<file path="config.mk">
export PLATFORM = sky130hd
export DESIGN_NAME = minilogix_cfg_loader
export DESIGN_NICKNAME = d
export VERILOG_FILES = /design/src/rtl/minilogix_cfg_loader.sv
export SDC_FILE = /design/constraint.sdc
export NUM_CORES = 1
export LEC_CHECK = 0
export BUFFER_PORTS_ARGS = -buffer_cell sky130_fd_sc_hd__buf_4
export CAP_MARGIN = 20
export CORE_MARGIN = 3
export CORE_UTILIZATION = 59
export CTS_CLUSTER_SIZE = 10
export DETAILED_ROUTE_END_ITERATION = 12
export GPL_TIMING_DRIVEN = 0
export PLACE_DENSITY = 0.85
export SETUP_SLACK_MARGIN = 0.02
export SYNTH_ARGS = -nofsm -noshare
export SYNTH_HDL_FRONTEND = slang
export SYNTH_SLANG_ARGS = --single-unit
</file>
<file path="constraint.sdc">
create_clock -name clk -period 5.79 [get_ports clk]
set_clock_uncertainty 0.1 [all_clocks]
set_input_delay 0.2895 -clock clk [delete_from_list [all_inputs] [get_ports clk]]
set_output_delay 0.2895 -clock clk [all_outputs]
set_load 0.005 [all_outputs]
</file>
<file path="src/rtl/minilogix_cfg_loader.sv">
// Configuration sequencer: accepts words over valid/ready and bit-bangs them
// MSB first onto the logic core's serial load interface with a divided load clock.
module minilogix_cfg_loader #(
   parameter int unsigned CFG_BITS = 64,
   parameter int unsigned WORD_W   = 8,
   parameter int unsigned HALF     = 2
) (
   input  logic              clk,
   input  logic              rst,
   input  logic              i_start,
   input  logic              i_abort,
   input  logic [WORD_W-1:0] i_word,
   input  logic              i_word_valid,
   output logic              o_word_ready,
   output logic              o_load_en,
   output logic              o_load_clk,
   output logic              o_load_dat,
   output logic              o_busy,
   output logic              o_done,
   output logic              o_aborted,
   output logic [2:0]        o_state
);

   localparam int unsigned HW = $clog2(HALF + 1);
   localparam int unsigned TW = $clog2(CFG_BITS + 1);
   localparam int unsigned BW = $clog2(WORD_W + 1);

   typedef enum logic [2:0] {
      S_IDLE     = 3'd0,
      S_SETUP    = 3'd1,
      S_FETCH    = 3'd2,
      S_SHIFT_LO = 3'd3,
      S_SHIFT_HI = 3'd4,
      S_HOLD     = 3'd5
   } state_t;

   state_t            state_q, state_d;
   logic [HW-1:0]     half_q, half_d;
   logic [TW-1:0]     btot_q, btot_d;
   logic [BW-1:0]     biw_q, biw_d;
   logic [WORD_W-1:0] sr_q, sr_d;
   logic              rdy_q, rdy_d;
   logic              en_q, en_d;
   logic              lclk_q, lclk_d;
   logic              dat_q, dat_d;
   logic              busy_q, busy_d;
   logic              done_q, done_d;
   logic              aborted_q, aborted_d;
   logic              half_last;

   // Next-state, datapath and next-output logic
   always_comb begin
      state_d   = state_q;
      half_d    = half_q;
      btot_d    = btot_q;
      biw_d     = biw_q;
      sr_d      = sr_q;
      done_d    = 1'b0;
      aborted_d = 1'b0;
      half_last = (half_q == HW'(HALF - 1));

      case (state_q)
         S_IDLE: begin
            if (i_start) begin
               state_d = S_SETUP;
               btot_d  = TW'(CFG_BITS);
            end
         end
         S_SETUP: begin
            if (half_last) state_d = S_FETCH;
         end
         S_FETCH: begin
            if (i_word_valid && rdy_q) begin
               sr_d    = i_word;
               biw_d   = BW'(WORD_W);
               state_d = S_SHIFT_LO;
            end
         end
         S_SHIFT_LO: begin
            if (half_last) state_d = S_SHIFT_HI;
         end
         S_SHIFT_HI: begin
            if (half_last) begin
               sr_d   = sr_q << 1;
               biw_d  = biw_q - BW'(1);
               btot_d = btot_q - TW'(1);
               if (btot_q == TW'(1))     state_d = S_HOLD;
               else if (biw_q == BW'(1)) state_d = S_FETCH;
               else                      state_d = S_SHIFT_LO;
            end
         end
         S_HOLD: begin
            if (half_last) begin
               state_d = S_IDLE;
               done_d  = 1'b1;
            end
         end
         default: state_d = S_IDLE;
      endcase

      if (i_abort && (state_q != S_IDLE)) begin
         state_d   = S_IDLE;
         done_d    = 1'b0;
         aborted_d = 1'b1;
      end

      // Half-period timer only runs in the timed states and restarts on every transition
      if ((state_d != state_q) || (state_q == S_IDLE) || (state_q == S_FETCH))
         half_d = '0;
      else
         half_d = half_q + HW'(1);

      busy_d = (state_d != S_IDLE);
      en_d   = (state_d != S_IDLE);
      lclk_d = (state_d == S_SHIFT_HI);
      rdy_d  = (state_d == S_FETCH);
      case (state_d)
         S_SHIFT_LO:                  dat_d = sr_d[WORD_W-1];
         S_FETCH, S_SHIFT_HI, S_HOLD: dat_d = dat_q;
         default:                     dat_d = 1'b0;
      endcase
   end

   always_ff @(posedge clk) begin
      if (rst) begin
         state_q   <= S_IDLE;
         half_q    <= '0;
         btot_q    <= '0;
         biw_q     <= '0;
         sr_q      <= '0;
         rdy_q     <= 1'b0;
         en_q      <= 1'b0;
         lclk_q    <= 1'b0;
         dat_q     <= 1'b0;
         busy_q    <= 1'b0;
         done_q    <= 1'b0;
         aborted_q <= 1'b0;
      end else begin
         state_q   <= state_d;
         half_q    <= half_d;
         btot_q    <= btot_d;
         biw_q     <= biw_d;
         sr_q      <= sr_d;
         rdy_q     <= rdy_d;
         en_q      <= en_d;
         lclk_q    <= lclk_d;
         dat_q     <= dat_d;
         busy_q    <= busy_d;
         done_q    <= done_d;
         aborted_q <= aborted_d;
      end
   end

   assign o_word_ready = rdy_q;
   assign o_load_en    = en_q;
   assign o_load_clk   = lclk_q;
   assign o_load_dat   = dat_q;
   assign o_busy       = busy_q;
   assign o_done       = done_q;
   assign o_aborted    = aborted_q;
   assign o_state      = state_q;

endmodule

</file>
==> impl_metrics.env, run 1 <==
export IMPL_status="finished, final reports clean"
export IMPL_cts_buffer_depth=2
export IMPL_grt_pass1_wl_mm=5.72
export IMPL_fin_tns_setup_ps=0
export IMPL_fin_crit_sh_pct=38.6
export IMPL_switching_share_pct=25.4
export IMPL_path_clk_slew_ps=90
export IMPL_cp_max_fo=9
export IMPL_dieArea_sq_mm=0.00318
export IMPL_firstDrtPassIters=4
export IMPL_route_layer_met1_wl_mm=1.45
export IMPL_p_leak_uw=0.000679
export IMPL_wl_met2_mm=1.63
export IMPL_gr_total_overflow=0
export IMPL_diodes=0
export IMPL_ys_async_sr_fraction_pct=0
export IMPL_period_needed_ps=2240
export IMPL_clock_latency_ps=320
export IMPL_fmax_mhz=447
export IMPL_rows=17
export IMPL_cts_tree="built"
export IMPL_route_detailed_drc=0
export IMPL_drt_iter0_markers=53
export IMPL_cp_end_kind="register"
export IMPL_htree_levels=2
export IMPL_netlist_area_sq_mm=0.00150
export IMPL_ant_nets=0
export IMPL_start_util_pct=64.6
export IMPL_layout_commonest_cell="dfxtp_1"
export IMPL_drt_total_wl_mm=3.33
export IMPL_top_layer_used="met4"
export IMPL_setup_violations=0
export IMPL_rsz0062_at_grt="no"
export IMPL_power_density_mw_per_mm2=264
export IMPL_vias=1304
export IMPL_maxCapViolCount=0
export IMPL_total_power_uw=468
export IMPL_final_cell_mix="dfxtp_1, buf_4, nor2_1"
export IMPL_cts_sinks=30
export IMPL_slew_violations=0
export IMPL_numCtsBuffers=5
export IMPL_avgSynthCellArea_sq_um=9.08
export IMPL_synth_edf_count=0
export IMPL_wl_per_cell_microns=15.1
export IMPL_ios=23
export IMPL_synth_ff_type="dfxtp_1"
export IMPL_tightest_slew_ps=681
export IMPL_final_hold_viol_count=0
export IMPL_grt_max_degree=11
export IMPL_slew_headroom_pct=54.3
export IMPL_required_ps=5910
export IMPL_cts_setup_buffers=0
export IMPL_cts_root_buf="clkbuf_4"
export IMPL_portBuffers=21
export IMPL_coreArea_sq_mm=0.00232
export IMPL_gp_congestion=0.862
export IMPL_cts_resized=0
export IMPL_p_clk_share_pct=36.6
export IMPL_area_delta_synth_final_pct=18.3
export IMPL_hold_path_class="primary input to register"
export IMPL_grtUsageTotal_pct=23.0
export IMPL_synth_cell_types=46
export IMPL_chipHeight_microns=56.4
export IMPL_die_width_microns=56.4
export IMPL_route_met3_wl_microns=162
export IMPL_arrival_ps=2350
export IMPL_critical_path_class="register to register"
export IMPL_synth_seq_cells=30
export IMPL_antenna_found_initial=0
export IMPL_grt_pass1_vias=1290
export IMPL_yosysSeqAreaShare_pct=40.1
export IMPL_dp_final_hpwl_mm=2.41
export IMPL_intPower_uw=349
export IMPL_syn_num_nets=183
export IMPL_combinationalPowerShare_pct=15.9
export IMPL_hold_buffers=0
export IMPL_p_sw_uw=119
export IMPL_yosysWarnings=0
export IMPL_drive_above_1_share_pct=22.3
export IMPL_final_nets=211
export IMPL_seqPwrFrac_pct=47.5
export IMPL_viasPerCell=5.90
export IMPL_crit_path_start_kind="register"
export IMPL_vdd_drop_max_uv=268
export IMPL_syn_inst=165
-- sequential cells by signal, indices dropped and copies added (netlist names), 2 cells and up --
signal and flops:
btot_q 7, o_state 3, half_q 2, sr_q 8, biw_q 4
-- per-layer routing --
metal / vias to the layer above / GRT usage [%]
met5: - / 0
met4: 0 / 10.2
met3: 10 / 5.52
met2: 46 / 36.7
met1: 611 / 29.2
li1: 637 / -
-- cells by family (layout without fill, tap and decap cells) --
kind of cell | count (synthesis) | count (layout) | synth area share, %
AND/OR/NAND/NOR | 67 | 67 | 26.4
AO/OA/AOI/OAI | 35 | 35 | 18.5
flip-flops | 30 | 30 | 40.1
buffers and inverters | 19 | 47 | 5.43
XOR/XNOR | 7 | 7 | 4.09
adder cells (fa/ha/maj) | 5 | 5 | 4.18
multiplexers | 2 | 2 | 1.34
-- synthesized netlist by cell type (all sizes together) (2+ instances only) --
cell type | count | area [sq um]
o211ai | 2 | 20.0
nor3 | 3 | 26.3
a31oi | 3 | 18.8
nand2 | 13 | 48.8
nor4 | 3 | 18.8
dfxtp | 30 | 601
and4bb | 2 | 25.0
xor2 | 2 | 17.5
nor2b | 2 | 12.5
xnor2 | 5 | 43.8
a22oi | 6 | 45.0
nand3 | 4 | 25.0
a2111oi | 3 | 63.8
a21oi | 13 | 65.1
and4 | 2 | 17.5
nor2 | 20 | 75.1
inv | 9 | 33.8
ha | 5 | 62.6
buf | 4 | 25.0
nand4b | 2 | 17.5
nand2b | 3 | 18.8
nor3b | 2 | 15.0
nand3b | 2 | 18.8
clkbuf | 6 | 22.5
or4b | 2 | 23.8
or3 | 3 | 18.8
mux2i | 2 | 20.0
-- critical path, cell delays in order (launching register included) --
cell and delay [ps]:
dfxtp_1 410, ha_1 390, nand3b_2 230, o211ai_2 360, nand3_1 250, a2111oi_4 400
-- through the flow --
stage / std cells / util (%) / hold slack, ps / worst slack (ps) / area (sq um)
after global placement: 214 / 72.9 / 342 / 3690 / 1690
final: 221 / 76.4 / 111 / 3550 / 1770
after CTS: 221 / 76.4 / 107 / 3570 / 1770
after global routing: 221 / 76.4 / 134 / 3360 / 1770
after detailed placement: 214 / 72.9 / 350 / 3610 / 1690
after floorplan: 165 / - / 326 / 3840 / 1500
-- path summary, 6_finish.rpt --
check / startpoint / end / slack (ps) / cells past startpoint
hold reg to reg: sr_q[6] / sr_q[6] / 360 / 2
setup / recovery: half_q[0] / half_q[0] / 3550 / 5
hold / removal: i_word[0] / sr_q[0] / 110 / 3
setup reg to reg: half_q[0] / half_q[0] / 3550 / 5
-- layout make-up --
class,instances,area [sq um]
Inverter,9,33.8
Clock inverter,1,30.0
Fill cell,167,547
Tap cell,28,35.0
Sequential cell,30,601
Buffer,10,47.5
Timing Repair Buffer,21,158
Clock buffer,6,51.3
Multi-Input combinational cell,116,816
-- power by group through the flow --
| stage | logic [uW] | clock network (uW) | registers (uW) |
|---|---|---|---|
| after floorplan | 51.7 | 0 | 225 |
| after global placement | 70.9 | 0 | 226 |
| after detailed placement | 73.5 | 0 | 227 |
| after CTS | 74.2 | 174 | 222 |
| after global routing | 81.2 | 183 | 223 |
| final | 74.4 | 172 | 222 |
Note: power is estimated with default switching activity, not from simulation.
==> inputs of run 2 (changes only) <==
Settings changed: CORE_UTILIZATION 59 to 55, PLACE_DENSITY 0.85 to 0.81.
Clock period 5.79 ns to 2.25 ns, I/O delays scaled along.
==> run 2 against run 1 <==
Net effect:
- sequential power grew to 2.6 times the previous value
- sequential share of layout area shrank 1.4 points
- die area grew 6.5%
- cell count grew 4.1%
- total power grew to 2.5 times the previous value
==> impl_metrics.env, run 2 (synthesis gave the netlist of run 1 again) <==
export IMPL_drive_above_1_share_pct=23.0
export IMPL_cp_max_fo=9
export IMPL_layout_commonest_cell="dfxtp_1"
export IMPL_start_util_pct=59.4
export IMPL_diodes=0
export IMPL_crit_path_start_kind="register"
export IMPL_route_detailed_drc=0
export IMPL_portBuffers=21
export IMPL_gp_congestion=0.775
export IMPL_switching_share_pct=25.4
export IMPL_dp_cells=216
export IMPL_worst_r2r_cell_count=6
export IMPL_path_cells="ha_2 > mux2i_1 > or3_1 > clkbuf_1 > or4b_1 > a21oi_1"
export IMPL_final_hold_viol_count=0
export IMPL_grtUsageTotal_pct=21.4
export IMPL_p_leak_uw=0.000699
export IMPL_status="finished, final reports clean"
export IMPL_r2r_end="btot_q[1]"
export IMPL_fin_tns_setup_ps=0
export IMPL_top_regs="sr_q: 8 flops, btot_q: 7 flops, biw_q: 4 flops"
export IMPL_cts_root_buf="clkbuf_4"
export IMPL_final_nets=217
export IMPL_rows=18
export IMPL_fmax_mhz=477
export IMPL_cpPeakStageDelay_ps=480
export IMPL_viasPerCell=5.70
export IMPL_dieArea_sq_mm=0.00339
export IMPL_ant_nets=0
export IMPL_min_from="i_word[4]"
export IMPL_chipHeight_microns=58.2
export IMPL_hold_path_class="primary input to register"
export IMPL_reg2reg_from="half_q[0]"
export IMPL_arrival_ps=2240
export IMPL_slowest_stage="or4b_1"
export IMPL_stdcell_count=230
export IMPL_drt_iter0_markers=44
export IMPL_gr_total_overflow=0
export IMPL_critical_path_class="register to register"
export IMPL_htree_levels=2
export IMPL_holdPathEnd="sr_q[4]"
export IMPL_grt_pass1_vias=1253
export IMPL_final_cell_mix="dfxtp_1, buf_4, nor2_1"
export IMPL_cts_tree="built"
export IMPL_rsz0062_at_grt="no"
export IMPL_largest_register_ffs=8
export IMPL_grt_max_degree=11
export IMPL_placed_area_sq_mm=0.00169
export IMPL_ios=23
export IMPL_firstDrtPassIters=4
export IMPL_slew_violations=0
export IMPL_tightest_slew_ps=628
export IMPL_cts_sinks=30
export IMPL_area_delta_synth_final_pct=23.6
export IMPL_design_area_sq_mm=0.00185
export IMPL_path_clk_slew_ps=90
export IMPL_clock_latency_ps=320
export IMPL_cts_buffer_depth=2
export IMPL_numCtsBuffers=5
export IMPL_wl_per_cell_microns=13.9
export IMPL_drt_total_wl_mm=3.19
export IMPL_dp_final_hpwl_mm=2.30
export IMPL_slew_headroom_pct=57.8
export IMPL_vias=1312
export IMPL_setup_violations=0
export IMPL_required_ps=2400
export IMPL_coreArea_sq_mm=0.00252
export IMPL_seqPwrFrac_pct=48.1
export IMPL_maxCapViolCount=0
export IMPL_intPower_uw=886
export IMPL_reg2reg_slack_ps=150
export IMPL_combinationalPowerShare_pct=17.3
export IMPL_antenna_found_initial=0
export IMPL_p_sw_uw=303
export IMPL_period_needed_ps=2100
export IMPL_cp_end_kind="register"
export IMPL_vdd_drop_max_uv=604
export IMPL_fin_crit_sh_pct=93.1
export IMPL_top_register="sr_q"
export IMPL_grt_pass1_wl_mm=5.55
export IMPL_power_density_mw_per_mm2=642
export IMPL_die_width_microns=58.2
export IMPL_hold_path_depth=3
export IMPL_p_clk_share_pct=34.7
[run 2: per-layer routing]
layer	track usage (%)	part of all wire (%)	up-vias	routed length (microns)
li1	-	-	654	-
met1	26.0	44	630	1410
met2	36.0	51	24	1610
met3	6.68	4.5	4	144
met4	6.95	0.66	0	21
met5	0	0	-	0
[run 2: how the worst max path moves through the flow]
stage               startpoint   endpoint  cells past startpoint
finish               half_q[0]  btot_q[1]                      6
detailed placement   half_q[0]  btot_q[1]                      6
CTS                  half_q[0]  btot_q[1]                      6
global route          biw_q[1]  half_q[0]                      7
global placement      biw_q[0]  half_q[0]                      6
floorplan             biw_q[0]  half_q[0]                      6
[run 2: timing repair]
item                       in CTS  in global routing
hold buffers                    6                  0
hold endpoints to repair        6                  0
setup endpoints to repair       0                 11
gates resized for setup         0                  5
setup buffers                   0                  0
[run 2: power groups by stage]
stage | clock (uW) | combinational [uW] | sequential [uW]
after floorplan | 0 | 133 | 580
after global placement | 0 | 182 | 582
after detailed placement | 0 | 187 | 583
after CTS | 418 | 196 | 571
after global routing | 441 | 227 | 574
final | 412 | 206 | 571
[run 2: layout make-up]
type / instances / area, sq um
flip-flops and latches: 30 / 602
fillers: 192 / 671
clock inverters: 1 / 30.0
multi-input cells: 116 / 838
inverters: 9 / 33.8
clock buffers: 7 / 45.0
well taps: 30 / 37.5
repair buffers: 27 / 218
plain buffers: 10 / 47.5
[run 2: per-stage QoR]
step | hold slack (ps) | power [uW] | setup WS [ps] | util (%)
CTS | 7.42 | 1190 | 78.9 | 72.5
global route | 17.9 | 1240 | 23.7 | 73.4
finish | 1.84 | 1190 | 154 | 73.4
detailed placement | 294 | 770 | 122 | 67.1
floorplan | 149 | 712 | 300 | -
global placement | 264 | 765 | 157 | 67.1
[run 2: critical path: cells and delay by family (launching register included)]
kind | cells | cell delay [ps]
AO/OA/AOI/OAI | 1 | 150
adder cells (fa/ha/maj) | 1 | 310
buffers and inverters | 1 | 170
flip-flops | 1 | 400
multiplexers | 1 | 100
AND/OR/NAND/NOR | 2 | 780
